## src/rtl/ssemi_adc_pkg.sv

```systemverilog
// ---------------------------------------------------------------------------
// ssemi_adc_pkg
// Shared constants for the ADC output path.
//   ADC_OUT_WIDTH : decimator output sample width (default FIFO data width)
//   OVF_CNT_WIDTH : default width of the saturating overflow counter
//   FIFO_*        : bit positions of the FIFO flags in the decimator status map
// ---------------------------------------------------------------------------
package ssemi_adc_pkg;

    localparam int ADC_OUT_WIDTH = 24;
    localparam int OVF_CNT_WIDTH = 16;

    // Status-map bit indices
    localparam int FIFO_EMPTY = 0;
    localparam int FIFO_FULL  = 1;
    localparam int FIFO_AFULL = 2;
    localparam int FIFO_OVF   = 3;

endpackage : ssemi_adc_pkg

```

## src/rtl/ssemi_adc_fifo_mem.sv

```systemverilog
// ---------------------------------------------------------------------------
// ssemi_adc_fifo_mem
// DEPTH x DATA_WIDTH register file, one synchronous write port and one
// asynchronous read port. Contents are intentionally not reset.
//   i_clk   : clock, rising edge
//   i_we    : write enable
//   i_waddr : write address
//   i_wdata : write data
//   i_raddr : read address
//   o_rdata : read data (combinational from storage)
// ---------------------------------------------------------------------------
module ssemi_adc_fifo_mem #(
    parameter int DATA_WIDTH = 24,
    parameter int DEPTH      = 16,
    parameter int ADDR       = $clog2(DEPTH)
) (
    input  logic                  i_clk,
    input  logic                  i_we,
    input  logic [ADDR-1:0]       i_waddr,
    input  logic [DATA_WIDTH-1:0] i_wdata,
    input  logic [ADDR-1:0]       i_raddr,
    output logic [DATA_WIDTH-1:0] o_rdata
);

    logic [DATA_WIDTH-1:0] mem_r [DEPTH];

    // Storage write port
    always_ff @(posedge i_clk) begin
        if (i_we) begin
            mem_r[i_waddr] <= i_wdata;
        end
    end

    assign o_rdata = mem_r[i_raddr];

endmodule : ssemi_adc_fifo_mem

```

## src/rtl/ssemi_adc_output_fifo.sv

```systemverilog
// ---------------------------------------------------------------------------
// ssemi_adc_output_fifo
// FWFT output buffer behind the ADC decimator. Samples arrive as valid-only
// pulses (no backpressure upstream) and leave over valid/ready. Reports fill
// level, watermark and sticky/saturating overflow statistics.
//   i_clk, i_rst_n     : clock, synchronous active-low reset
//   i_enable           : accept incoming samples when high
//   i_flush            : discard all contents (wins over push/pop)
//   i_clear_status     : clear overflow flag/count (an overflow event wins)
//   i_valid, i_data    : decimator sample strobe and data
//   o_valid, o_data    : head entry, i_ready consumes it
//   o_level            : occupancy, o_empty/o_full/o_almost_full derived flags
//   o_overflow         : sticky "a sample was dropped"
//   o_overflow_count   : dropped-sample count, saturating
// ---------------------------------------------------------------------------
module ssemi_adc_output_fifo
    import ssemi_adc_pkg::*;
#(
    parameter int DATA_WIDTH   = ADC_OUT_WIDTH,
    parameter int DEPTH        = 16,
    parameter int AFULL_THRESH = 12,
    parameter int CNT_WIDTH    = OVF_CNT_WIDTH
) (
    input  logic                       i_clk,
    input  logic                       i_rst_n,
    input  logic                       i_enable,
    input  logic                       i_flush,
    input  logic                       i_clear_status,
    input  logic                       i_valid,
    input  logic [DATA_WIDTH-1:0]      i_data,
    output logic                       o_valid,
    output logic [DATA_WIDTH-1:0]      o_data,
    input  logic                       i_ready,
    output logic [$clog2(DEPTH):0]     o_level,
    output logic                       o_empty,
    output logic                       o_full,
    output logic                       o_almost_full,
    output logic                       o_overflow,
    output logic [CNT_WIDTH-1:0]       o_overflow_count
);

    localparam int ADDR = $clog2(DEPTH);
    localparam int LW   = ADDR + 1;

    localparam logic [ADDR:0]          PTR_ZERO = {(ADDR+1){1'b0}};
    localparam logic [ADDR:0]          PTR_ONE  = {{ADDR{1'b0}}, 1'b1};
    localparam logic [LW-1:0]          LVL_ZERO = {LW{1'b0}};
    localparam logic [LW-1:0]          LVL_ONE  = {{(LW-1){1'b0}}, 1'b1};
    localparam logic [LW-1:0]          AFULL_LVL = LW'(AFULL_THRESH);
    localparam logic [CNT_WIDTH-1:0]   CNT_ZERO = {CNT_WIDTH{1'b0}};
    localparam logic [CNT_WIDTH-1:0]   CNT_ONE  = {{(CNT_WIDTH-1){1'b0}}, 1'b1};
    localparam logic [CNT_WIDTH-1:0]   CNT_MAX  = {CNT_WIDTH{1'b1}};

    logic [ADDR:0]          wr_ptr_r, rd_ptr_r;
    logic [ADDR:0]          wr_ptr_next_s, rd_ptr_next_s;
    logic [LW-1:0]          level_r, level_next_s;
    logic                   empty_r, full_r, afull_r;
    logic                   ovf_r, ovf_next_s;
    logic [CNT_WIDTH-1:0]   ovf_cnt_r, ovf_cnt_next_s;
    logic                   push_s, pop_s, wr_en_s, ovf_event_s;
    logic [DATA_WIDTH-1:0]  rdata_s;

    assign push_s      = i_valid & i_enable & ~i_flush;
    assign pop_s       = ~empty_r & i_ready & ~i_flush;
    // When full, a same-cycle pop frees the slot the write lands in.
    assign wr_en_s     = push_s & (~full_r | pop_s);
    assign ovf_event_s = push_s & full_r & ~pop_s;

    ssemi_adc_fifo_mem #(
        .DATA_WIDTH (DATA_WIDTH),
        .DEPTH      (DEPTH),
        .ADDR       (ADDR)
    ) u_mem (
        .i_clk   (i_clk),
        .i_we    (wr_en_s),
        .i_waddr (wr_ptr_r[ADDR-1:0]),
        .i_wdata (i_data),
        .i_raddr (rd_ptr_r[ADDR-1:0]),
        .o_rdata (rdata_s)
    );

    // Next pointer and level state; flush overrides push and pop
    always_comb begin
        wr_ptr_next_s = wr_ptr_r;
        rd_ptr_next_s = rd_ptr_r;
        level_next_s  = level_r;
        if (i_flush) begin
            wr_ptr_next_s = PTR_ZERO;
            rd_ptr_next_s = PTR_ZERO;
            level_next_s  = LVL_ZERO;
        end else begin
            wr_ptr_next_s = wr_en_s ? (wr_ptr_r + PTR_ONE) : wr_ptr_r;
            rd_ptr_next_s = pop_s   ? (rd_ptr_r + PTR_ONE) : rd_ptr_r;
            level_next_s  = level_r + (wr_en_s ? LVL_ONE : LVL_ZERO)
                                    - (pop_s   ? LVL_ONE : LVL_ZERO);
        end
    end

    // Next overflow status; an overflow in the same cycle as clear wins
    always_comb begin
        ovf_next_s     = ovf_r;
        ovf_cnt_next_s = ovf_cnt_r;
        if (ovf_event_s) begin
            ovf_next_s = 1'b1;
            if (i_clear_status) begin
                ovf_cnt_next_s = CNT_ONE;
            end else if (ovf_cnt_r != CNT_MAX) begin
                ovf_cnt_next_s = ovf_cnt_r + CNT_ONE;
            end else begin
                ovf_cnt_next_s = ovf_cnt_r;
            end
        end else if (i_clear_status) begin
            ovf_next_s     = 1'b0;
            ovf_cnt_next_s = CNT_ZERO;
        end else begin
            ovf_next_s     = ovf_r;
            ovf_cnt_next_s = ovf_cnt_r;
        end
    end

    // State registers; flags are registered from the next pointers so they
    // stay consistent with o_valid every cycle
    always_ff @(posedge i_clk) begin
        if (!i_rst_n) begin
            wr_ptr_r  <= PTR_ZERO;
            rd_ptr_r  <= PTR_ZERO;
            level_r   <= LVL_ZERO;
            empty_r   <= 1'b1;
            full_r    <= 1'b0;
            afull_r   <= 1'b0;
            ovf_r     <= 1'b0;
            ovf_cnt_r <= CNT_ZERO;
        end else begin
            wr_ptr_r  <= wr_ptr_next_s;
            rd_ptr_r  <= rd_ptr_next_s;
            level_r   <= level_next_s;
            empty_r   <= (wr_ptr_next_s == rd_ptr_next_s);
            full_r    <= (wr_ptr_next_s[ADDR] != rd_ptr_next_s[ADDR]) &&
                         (wr_ptr_next_s[ADDR-1:0] == rd_ptr_next_s[ADDR-1:0]);
            afull_r   <= (level_next_s >= AFULL_LVL);
            ovf_r     <= ovf_next_s;
            ovf_cnt_r <= ovf_cnt_next_s;
        end
    end

    assign o_valid          = ~empty_r;
    // Stale memory is masked so the data bus reads zero while empty.
    assign o_data           = empty_r ? {DATA_WIDTH{1'b0}} : rdata_s;
    assign o_level          = level_r;
    assign o_empty          = empty_r;
    assign o_full           = full_r;
    assign o_almost_full    = afull_r;
    assign o_overflow       = ovf_r;
    assign o_overflow_count = ovf_cnt_r;

endmodule : ssemi_adc_output_fifo

```

## config.mk

```make
export PLATFORM = sky130hd
export DESIGN_NAME = ssemi_adc_output_fifo
export DESIGN_NICKNAME = d
export VERILOG_FILES = /design/src/rtl/ssemi_adc_pkg.sv /design/src/rtl/ssemi_adc_fifo_mem.sv /design/src/rtl/ssemi_adc_output_fifo.sv
export SDC_FILE = /design/constraint.sdc
export NUM_CORES = 1
export LEC_CHECK = 0
export ABC_AREA = 1
export CELL_PAD_IN_SITES_DETAIL_PLACEMENT = 0
export CELL_PAD_IN_SITES_GLOBAL_PLACEMENT = 1
export CORE_ASPECT_RATIO = 1.75
export CORE_MARGIN = 2
export CORE_UTILIZATION = 48
export DETAILED_ROUTE_END_ITERATION = 12
export MAX_ROUTING_LAYER = met4
export PLACE_DENSITY = 0.86
export SYNTH_ARGS = -nofsm -noshare
export SYNTH_HDL_FRONTEND = slang
export SYNTH_HIERARCHICAL = 1
export SYNTH_SLANG_ARGS = --single-unit
```

## constraint.sdc

```tcl
create_clock -name i_clk -period 7.4 [get_ports i_clk]
set_input_delay 1.48 -clock i_clk [delete_from_list [all_inputs] [get_ports i_clk]]
set_output_delay 1.48 -clock i_clk [all_outputs]
set_load 0.005 [all_outputs]
```

==> summary.md, run 1 <==
| Metric | Value |
|---|---|
| Result of the run | `completed` |
| Most used cells in the layout excluding fill and tap cells | `sky130_fd_sc_hd__nand2_1 (592), sky130_fd_sc_hd__edfxtp_1 (384), sky130_fd_sc_hd__inv_1 (361), sky130_fd_sc_hd__nand3_1 (312), sky130_fd_sc_hd__clkdlybuf4s50_1 (80)` |
| Min-Delay Startpoint | `o_overflow` |
| Most common library cell in the layout ignoring fill and taps | `sky130_fd_sc_hd__nand2_1` |
| Y dimension of the die | `265 um` |
| Antenna violations before repair | `2` |
| Clock transition at the registers of the reported paths | `60 ps` |
| Kind of critical path | `flip-flop to output pin` |
| Detailed Route Iter0 Violations | `1122` |
| Slew Limit Headroom | `20.1%` |
| Worst EP arrival | `3740 ps` |
| Hold Path Sink | `o_overflow` |
| Row count | `95` |
| Antenna viol nets, final | `0` |
| Flop and latch count out of synthesis | `419` |
| Total number of nets in the final design | `2027` |
| Startpoint class of the critical path | `flip-flop` |
| HPWL after DPL | `25500 um` |
| Reg-to-Reg End | `o_empty` |
| Wirelength per Cell | `18.5 um` |
| GPL Wtd Cong | `0.808` |
| VDD IR-drop max | `0.133 mV` |
| Distinct cells, synth | `36` |
| Shortest clock period the worst path allows after layout | `5220 ps` |
| PD cells | `218 nW/um2` |
| Number of vias after detailed routing | `13200` |
| Buffers from clock root to sink, at most | `3` |
| Layout overhead on the synthesized area | `12.4%` |
| Total power consumption of the routed design | `0.00460 W` |
| Number of buffers created by CTS | `38` |
| Smallest setup slack after layout | `2180 ps` |
| Highest Clock Rate | `0.192 GHz` |
| Setup repair after global routing missed its margin | `false` |
| Total count of hold-check failures in the final report | `0` |
| Number of instances in the synthesized netlist | `1938` |
| Sequential-to-total area share from yosys stat | `65.2%` |
| Port Buf Inserts | `80` |
| GRT overflow | `0` |
| Root buf cell | `sky130_fd_sc_hd__clkbuf_16` |
| Number of top-level pins | `81` |
| Maximum number of pins on one net before global-route repair | `93` |
| Worst Tran Pin Value | `1200 ps` |
| DRC violations left | `0` |
| Crit end category | `output pin` |
| Number of filler cells placed in the layout | `3362` |
| Total setup violations reported at the end of the flow | `0` |
| Register-to-register setup slack | `4380 ps` |
| TritonRoute pass-1 iters | `5` |
| Via density | `5.27` |
| Clock Sinks | `419` |
| YS warnings | `6` |
| Worst-case setup slack after placement | `2710 ps` |
| Count of buffers added by post-CTS timing repair for setup | `0` |
| Final clock period utilization by the worst path | `70.5%` |
| Core area | `38500 um2` |
| Hold Buf Count CTS | `0` |
| Post-detailed-routing wire length | `46300 um` |
| R2r worst-path depth | `11` |
| Number of global-route vias before repair | `13000` |
| Final number of max-transition violations | `0` |
| Min-Delay Path Class | `flip-flop to flip-flop` |
| Syn Area/Cell | `9.68 um2` |
| Worst-case clock skew | `20.8 ps` |
| Netlist area before placement | `18800 um2` |
| GRT Total Usage | `23.4%` |
| Crit path required time | `5920 ps` |
| Effective utilization at floorplan | `48.7%` |
| Origin of the critical flop-to-flop path | `rd_ptr_r[0]` |
| Maximum Capacitance Violations | `0` |
| Die Footprint | `40700 um2` |
| Post-CTS resize count | `0` |
| Final-layout setup total negative slack | `0 ps` |
| Leakage | `8.80 nW` |
| Global-route wire length before repair | `71500 um` |
| Source-to-sink clock delay at the later pin of the worst-skew pair | `550 ps` |
| Number of levels in the clock H-tree | `2` |
| Depth of the worst hold-timing path | `2` |
| Fraction of final layout cells sized beyond drive strength 1 | `5.17%` |
| Horizontal die dimension | `153 um` |
| Synthesized netlist net count | `1978` |
| Highest net fanout along the worst path | `92` |
| CTS tree | `done` |
[registers in the layout (all words and copies together) (netlist names)]
name,flops
u_mem/mem_r,384
o_overflow_count,16
o_level,5
rd_ptr_r,5
wr_ptr_r,5
o_almost_full,1
o_empty,1
o_full,1
o_overflow,1
[stage by stage]
stage | instance area [um2] | utilization, % | instances | hold slack, ps
floorplan | 18800 | - | 1938 | 462
global placement | 19900 | 51.8 | 2432 | 459
detailed placement | 19900 | 51.8 | 2432 | 470
CTS | 21100 | 54.7 | 2498 | 486
global route | 21100 | 54.7 | 2500 | 509
finish | 21100 | 54.7 | 2500 | 480
[cell type report]
type / instances / area, um2 / area share [%]
Multi-Input combinational cell: 1064 / 4800 / 22.8
Inverter: 370 / 1390 / 6.61
Sequential cell: 419 / 12200 / 58.1
Tap cell: 485 / 607 / 2.88
Clock inverter: 16 / 104 / 0.493
Antenna cell: 2 / 5.00 / 0.0237
Clock buffer: 50 / 1030 / 4.87
Timing Repair Buffer: 94 / 906 / 4.30
[critical path, cell delays in order, from the launching register on]
cell                              delay [ps]
sky130_fd_sc_hd__dfxtp_4                 550
sky130_fd_sc_hd__inv_4                   780
sky130_fd_sc_hd__buf_4                   580
sky130_fd_sc_hd__nand2_1                 110
sky130_fd_sc_hd__nand2_1                  80
sky130_fd_sc_hd__nand2_1                  60
sky130_fd_sc_hd__nand3_1                 130
sky130_fd_sc_hd__nand3_1                  80
sky130_fd_sc_hd__nand2_1                 100
sky130_fd_sc_hd__inv_1                    40
sky130_fd_sc_hd__nor2_1                   80
sky130_fd_sc_hd__clkdlybuf4s50_1         510
[power breakdown]
part / switching [W] / internal (W)
clock: 0.000837 / 0.00101
combinational: 0.000101 / 0.0000529
sequential: 0.00000716 / 0.00259
total: 0.000945 / 0.00365
[routing by layer]
metal  vias to the layer above  global-route usage (%)  share of wire (%)
met2                       467                    42.2                 53
met4                         0                    7.74                3.1
met1                      6328                    27.1                 38
met5                         -                       -                  0
li1                       6284                       -                  -
met3                       102                    2.80                6.1
[synthesized netlist by cell type]
library cell / n / area [um2]
sky130_fd_sc_hd__a21oi_1: 13 / 65.1
sky130_fd_sc_hd__nand2_4: 2 / 22.5
sky130_fd_sc_hd__nand4_1: 11 / 68.8
sky130_fd_sc_hd__clkbuf_1: 16 / 60.1
sky130_fd_sc_hd__dfxtp_1: 35 / 701
sky130_fd_sc_hd__o21ai_1: 2 / 10.0
sky130_fd_sc_hd__nand2_1: 592 / 2220
sky130_fd_sc_hd__ha_1: 8 / 100
sky130_fd_sc_hd__inv_1: 362 / 1360
sky130_fd_sc_hd__buf_4: 15 / 113
sky130_fd_sc_hd__and2_1: 1 / 6.26
sky130_fd_sc_hd__o21ai_0: 10 / 50.1
sky130_fd_sc_hd__or2_2: 1 / 6.26
sky130_fd_sc_hd__clkinv_1: 1 / 3.75
sky130_fd_sc_hd__nor3_1: 4 / 20.0
sky130_fd_sc_hd__buf_6: 1 / 11.3
sky130_fd_sc_hd__buf_1: 8 / 30.0
sky130_fd_sc_hd__o211ai_1: 1 / 7.51
sky130_fd_sc_hd__o31ai_1: 1 / 7.51
sky130_fd_sc_hd__inv_2: 5 / 18.8
sky130_fd_sc_hd__nand2_2: 3 / 18.8
sky130_fd_sc_hd__buf_2: 44 / 220
sky130_fd_sc_hd__fa_1: 1 / 20.0
sky130_fd_sc_hd__nand3b_1: 3 / 22.5
sky130_fd_sc_hd__xor2_1: 3 / 26.3
sky130_fd_sc_hd__nor2_1: 84 / 315
sky130_fd_sc_hd__a31oi_1: 1 / 6.26
sky130_fd_sc_hd__nor4_4: 1 / 21.3
sky130_fd_sc_hd__xnor2_1: 3 / 26.3
sky130_fd_sc_hd__nor3_2: 5 / 50.1
sky130_fd_sc_hd__nand3_1: 312 / 1560
sky130_fd_sc_hd__nand3_4: 1 / 17.5
sky130_fd_sc_hd__a21boi_0: 1 / 7.51
sky130_fd_sc_hd__edfxtp_1: 384 / 11500
sky130_fd_sc_hd__clkinv_2: 2 / 10.0
sky130_fd_sc_hd__buf_8: 1 / 15.0
[worst max-delay path by stage]
stage                      startpoint                  to  cells after the start
final                     rd_ptr_r[0]           o_data[3]                     11
after global routing      rd_ptr_r[0]          o_data[11]                     11
after CTS                 rd_ptr_r[0]          o_data[20]                     11
after detailed placement  rd_ptr_r[0]          o_data[20]                     11
after global placement    rd_ptr_r[0]          o_data[13]                     11
after floorplan               i_flush  u_mem/mem_r[12][0]                      7
[kinds of logic after synthesis]
kind of cell	after synthesis	share of synthesized area, %
flip-flops	419	65.2
buffers and inverters	455	9.82
AND/OR/NAND/NOR	1020	23.2
adder cells (fa/ha/maj)	9	0.641
AO/OA/AOI/OAI	29	0.821
XOR/XNOR	6	0.280
(Power assumes the default switching activity.)
==> run 2: changes to the inputs <==
==> constraint.sdc (replaced) <==
create_clock -name i_clk -period 5.3 [get_ports i_clk]
set_input_delay 1.06 -clock i_clk [delete_from_list [all_inputs] [get_ports i_clk]]
set_output_delay 1.06 -clock i_clk [all_outputs]
set_load 0.005 [all_outputs]
==> run 2 against run 1 <==
Compared with the run above: sequential power rose by 40%; highest routed layer unchanged; register-to-register slack got worse by 1800 ps; core utilization rose by 0.29 points; critical endpoint is now o_data[16]; design area rose by 0.52%; critical path depth fell by 1; non-clock buffer count rose by 2; global-route usage fell by 0.084 points; first-iteration DRC count rose by 8.5%; combinational power rose by 48%; clock power rose by 43%; setup slack got worse by 1400 ps; critical path type unchanged.
==> summary.md, run 2 (same netlist as run 1, synthesis figures left out) <==
| Metric | Value |
|---|---|
| Result of the run | `completed` |
| Root buf cell | `sky130_fd_sc_hd__clkbuf_16` |
| Cell at the slowest stage of the critical path | `sky130_fd_sc_hd__dfxtp_4` |
| PD cells | `306 nW/um2` |
| R2r worst-path depth | `11` |
| Total number of nets in the final design | `2030` |
| Post-detailed-routing wire length | `46000 um` |
| Post-CTS resize count | `0` |
| Depth of the worst hold-timing path | `2` |
| Peak per-stage delay on the critical path | `770 ps` |
| Maximum Capacitance Violations | `0` |
| GRT overflow | `0` |
| HPWL after DPL | `26300 um` |
| Number of global-route vias before repair | `13200` |
| Most common library cell in the layout ignoring fill and taps | `sky130_fd_sc_hd__nand2_1` |
| TritonRoute pass-1 iters | `6` |
| Crit path required time | `4240 ps` |
| Leakage | `8.86 nW` |
| Effective utilization at floorplan | `48.7%` |
| Horizontal die dimension | `153 um` |
| Sequential Area | `12200 um2` |
| Clock transition at the registers of the reported paths | `60 ps` |
| Most used cells in the layout excluding fill and tap cells | `sky130_fd_sc_hd__nand2_1 (592), sky130_fd_sc_hd__edfxtp_1 (384), sky130_fd_sc_hd__inv_1 (361), sky130_fd_sc_hd__nand3_1 (312), sky130_fd_sc_hd__clkdlybuf4s50_1 (80)` |
| Worst Tran Pin Value | `1110 ps` |
| CP Cell Sequence | `inv_4 -> buf_12 -> nand2_1 -> nand3_1 -> nand3_1 -> nand3_1 -> nand2_1 -> inv_1 -> nor2_1 -> clkdlybuf4s50_1` |
| Final clock period utilization by the worst path | `86.0%` |
| Setup repair after global routing missed its margin | `false` |
| Area of the multi-input gates | `4800 um2` |
| Via density | `5.23` |
| Hold Path Sink | `o_overflow` |
| Min-Delay Path Class | `flip-flop to flip-flop` |
| Count of buffers added by post-CTS timing repair for setup | `0` |
| Kind of critical path | `flip-flop to output pin` |
| Number of filler cells placed in the layout | `3313` |
| Detailed Route Iter0 Violations | `1217` |
| Number of levels in the clock H-tree | `2` |
| DRC violations left | `0` |
| Fraction of final layout cells sized beyond drive strength 1 | `5.30%` |
| Buffers from clock root to sink, at most | `3` |
| Cell occurring most often along the worst timing path | `sky130_fd_sc_hd__nand3_1` |
| VDD IR-drop max | `0.210 mV` |
| Reg-to-Reg End | `o_empty` |
| Register-to-register setup slack | `2540 ps` |
| GRT Total Usage | `23.3%` |
| Highest net fanout along the worst path | `68` |
| Wirelength per Cell | `18.4 um` |
| Die Footprint | `40700 um2` |
| Final-layout setup total negative slack | `0 ps` |
| Final number of max-transition violations | `0` |
| Hold Buf Count CTS | `0` |
| Y dimension of the die | `265 um` |
| Number of vias after detailed routing | `13100` |
| Port Buf Inserts | `80` |
| Shortest clock period the worst path allows after layout | `4560 ps` |
| Global-route wire length before repair | `71500 um` |
| Worst EP arrival | `3500 ps` |
| Row count | `95` |
| GPL Wtd Cong | `0.801` |
| Crit end category | `output pin` |
| Register ranked first by flip-flop count | `u_mem/mem_r` |
| Total setup violations reported at the end of the flow | `0` |
| Antenna viol nets, final | `0` |
| Worst-case clock skew | `19.2 ps` |
| Layout overhead on the synthesized area | `13.0%` |
| Slew Limit Headroom | `25.8%` |
| Source-to-sink clock delay at the later pin of the worst-skew pair | `540 ps` |
| Highest Clock Rate | `0.219 GHz` |
| Maximum number of pins on one net before global-route repair | `146` |
| Total power consumption of the routed design | `0.00649 W` |
| Origin of the critical flop-to-flop path | `rd_ptr_r[0]` |
| Clock Sinks | `419` |
| Number of buffers created by CTS | `39` |
| Min-Delay Startpoint | `o_overflow` |
| CTS tree | `done` |
| Antenna violations before repair | `1` |
| Startpoint class of the critical path | `flip-flop` |
| Total count of hold-check failures in the final report | `0` |
| Number of flip-flops under the largest register name | `384` |
| Core area | `38500 um2` |
| Number of top-level pins | `81` |
[run 2: cell types whose count changed in the layout (fill, tap and decap cells not counted)]
cell                         previous run  this run
sky130_fd_sc_hd__buf_12                 0         4
sky130_fd_sc_hd__buf_4                 14        12
sky130_fd_sc_hd__clkinv_2               8         5
sky130_fd_sc_hd__clkbuf_1              10        12
sky130_fd_sc_hd__clkinvlp_2             1         0
sky130_fd_sc_hd__clkinv_8               0         1
sky130_fd_sc_hd__diode_2                2         1
sky130_fd_sc_hd__clkbuf_8               1         2
sky130_fd_sc_hd__inv_6                  1         4
sky130_fd_sc_hd__clkinv_1               7         8
[run 2: area by class of cell]
cell class	instances	area share, %
Sequential cell	419	57.8
Multi-Input combinational cell	1064	22.6
Inverter	370	6.58
Clock buffer	53	4.95
Timing Repair Buffer	96	4.58
Tap cell	485	2.86
Clock inverter	17	0.614
Antenna cell	1	0.0118
[run 2: per-stage QoR]
step / instance area, um2 / util [%] / setup slack (ps) / cells / hold WS (ps)
2_1_floorplan: 18800 / - / 2140 / 1938 / 462
3_3_place_gp: 20000 / 52.0 / 1260 / 2434 / 459
6_report: 21200 / 55.0 / 744 / 2505 / 477
4_1_cts: 21200 / 55.0 / 732 / 2504 / 482
3_5_place_dp: 20000 / 52.0 / 1200 / 2434 / 466
5_1_grt: 21200 / 55.0 / 507 / 2505 / 520
[run 2: worst max-delay path by stage]
stage	startpoint	endpoint	slack, ps
3_3_place_gp	i_flush	o_almost_full	1260
6_report	rd_ptr_r[0]	o_data[16]	740
3_5_place_dp	i_flush	u_mem/mem_r[4][13]	1200
4_1_cts	rd_ptr_r[0]	o_data[15]	730
5_1_grt	rd_ptr_r[0]	o_data[16]	510
2_1_floorplan	i_flush	u_mem/mem_r[12][0]	2140
[run 2: per-layer routing]
layer  vias to the layer above  GRT usage, %  part of all wire [%]  wire, um
met5                         -             -                     0         0
met4                         0          12.7                   5.5      2540
met3                       139          3.13                   5.9      2740
met2                       502          40.5                    51     23600
met1                      6158          25.9                    37     17100
li1                       6298             -                     -         -
[run 2: where the power goes]
group | internal [W] | leakage [nW] | switching, W
combinational | 0.0000754 | 4.55 | 0.000153
sequential | 0.00361 | 3.74 | 0.00000820
clock | 0.00145 | 0.571 | 0.00119
[run 2: critical path: cells and delay by family (launching register included)]
kind / cells / cell delay (ps)
buf+inv: 4 / 1360
flops: 1 / 770
simple gates: 6 / 700
==> run 3: changes to the inputs <==
--- a/config.mk
+++ b/config.mk
@@ -12,6 +12,7 @@
 export CORE_MARGIN = 2
 export CORE_UTILIZATION = 48
 export DETAILED_ROUTE_END_ITERATION = 12
+export GPL_ROUTABILITY_DRIVEN = 0
 export MAX_ROUTING_LAYER = met4
 export PLACE_DENSITY = 0.86
 export SYNTH_ARGS = -nofsm -noshare
==> results of run 3 <==
Same layout as run 2: the final DEF is identical, and so are final timing and power.
==> RTL edit, RTL diff (flow settings as in run 3) <==
`DEPTH` is set to 16 in 2 places; all go to 8.
--- a/src/rtl/ssemi_adc_fifo_mem.sv
+++ b/src/rtl/ssemi_adc_fifo_mem.sv
@@ -13,3 +13,3 @@
     parameter int DATA_WIDTH = 24,
-    parameter int DEPTH      = 16,
+    parameter int DEPTH      = 8,
     parameter int ADDR       = $clog2(DEPTH)
--- a/src/rtl/ssemi_adc_output_fifo.sv
+++ b/src/rtl/ssemi_adc_output_fifo.sv
@@ -19,3 +19,3 @@
     parameter int DATA_WIDTH   = ADC_OUT_WIDTH,
-    parameter int DEPTH        = 16,
+    parameter int DEPTH        = 8,
     parameter int AFULL_THRESH = 12,
Interface: changed (resized o_level); port bits go from 81 to 80. No check against the original RTL was run, so the function may have changed too.
==> RTL edit against run 3 <==
Cell area is 42% lower. Routed wire length is 48% lower. Synthesized area is 44% lower. Largest cell class unchanged. Sequential power is 47% lower. Register-to-register slack better by 0.22 ns. Sequential cell count is 195 lower. Global-route usage is 1.9 points lower. Critical endpoint is now o_data[20]. Power is 45% lower. Setup slack better by 0.49 ns.
==> RTL edit: results (changes against run 3) <==
crit_fanout: 25  # was 68
synth_top_cells_by_area: "edfxtp_1 (55%), nand2_1 (14%), inv_1 (9.2%)"  # was edfxtp_1 (61%), nand2_1 (12%), nand3_1 (8.3%)
irDropWorstVdd_v: 0.000318  # was 0.000210 V
dp.cells: 1518  # was 2434
swShare_pct: 20.6  # was 20.8%
dr.first_iter.drc_count: 528  # was 1217
use_met3_pct: 2.69  # was 3.13%
grt_pass1_vias: 7403  # was 13155
fin_nets: 1289  # was 2030
grt_start_max_net_pins: 102  # was 146
portBuffers: 79  # was 80
clkLatencyLatePin_ns: 0.50  # was 0.54 ns
seq_area_frac_synth_pct: 60.9  # was 65.2%
slowest_stage: "inv_1"  # was dfxtp_4
synth-xor-area-share_pct: 0.250  # was 0.280%
hpwl_um: 14500  # was 26300 µm
powerComb_mw: 0.161  # was 0.228 mW
slew_headroom_pct: 24.2  # was 25.8%
synth.distinct_cells: 37  # was 36
first_pass_iters: 5  # was 6
status: "finished clean"  # unchanged
p_clk_mw: 1.49  # was 2.64 mW
grt_pass1_wl_um: 37200  # was 71500 µm
drive_above_1_share_pct: 6.40  # was 5.30%
slowest_delay_ns: 0.75  # was 0.77 ns
wl_per_cell_um: 15.3  # was 18.4 µm
syn_nets: 1213  # was 1978
grt.total_usage_pct: 21.4  # was 23.3%
place_ws_ns: 1.49  # was 1.20 ns
synth_commonest_cells: "nand2_1 (390), inv_1 (257), edfxtp_1 (192)"  # was nand2_1 (592), edfxtp_1 (384), inv_1 (362)
synth-edff-count: 192  # was 384
RTL edit: final timing paths:
check	from	to	slack [ns]	cells past startpoint
worst max register to register	rd_ptr_r[0]	o_full	2.76	9
worst min-delay path	o_overflow	o_overflow	0.48	2
worst max-delay path	rd_ptr_r[1]	o_data[20]	1.23	9
worst min register to register	o_overflow	o_overflow	0.48	2
RTL edit: routing by layer:
layer | vias up | wire (µm)
met5 | - | 0
met4 | 0 | 693
met3 | 51 | 1230
met2 | 218 | 12800
met1 | 3502 | 9060
li1 | 3777 | -
RTL edit: layout make-up:
| cell class | count | area [µm²] |
|---|---|---|
| Inverter | 263 | 995 |
| Tap cell | 292 | 365 |
| Clock buffer | 30 | 612 |
| Antenna cell | 1 | 2.50 |
| Timing Repair Buffer | 95 | 911 |
| Clock inverter | 9 | 70.1 |
| Sequential cell | 224 | 6410 |
| Fill cell | 1921 | 9250 |
| Multi-Input combinational cell | 644 | 2880 |
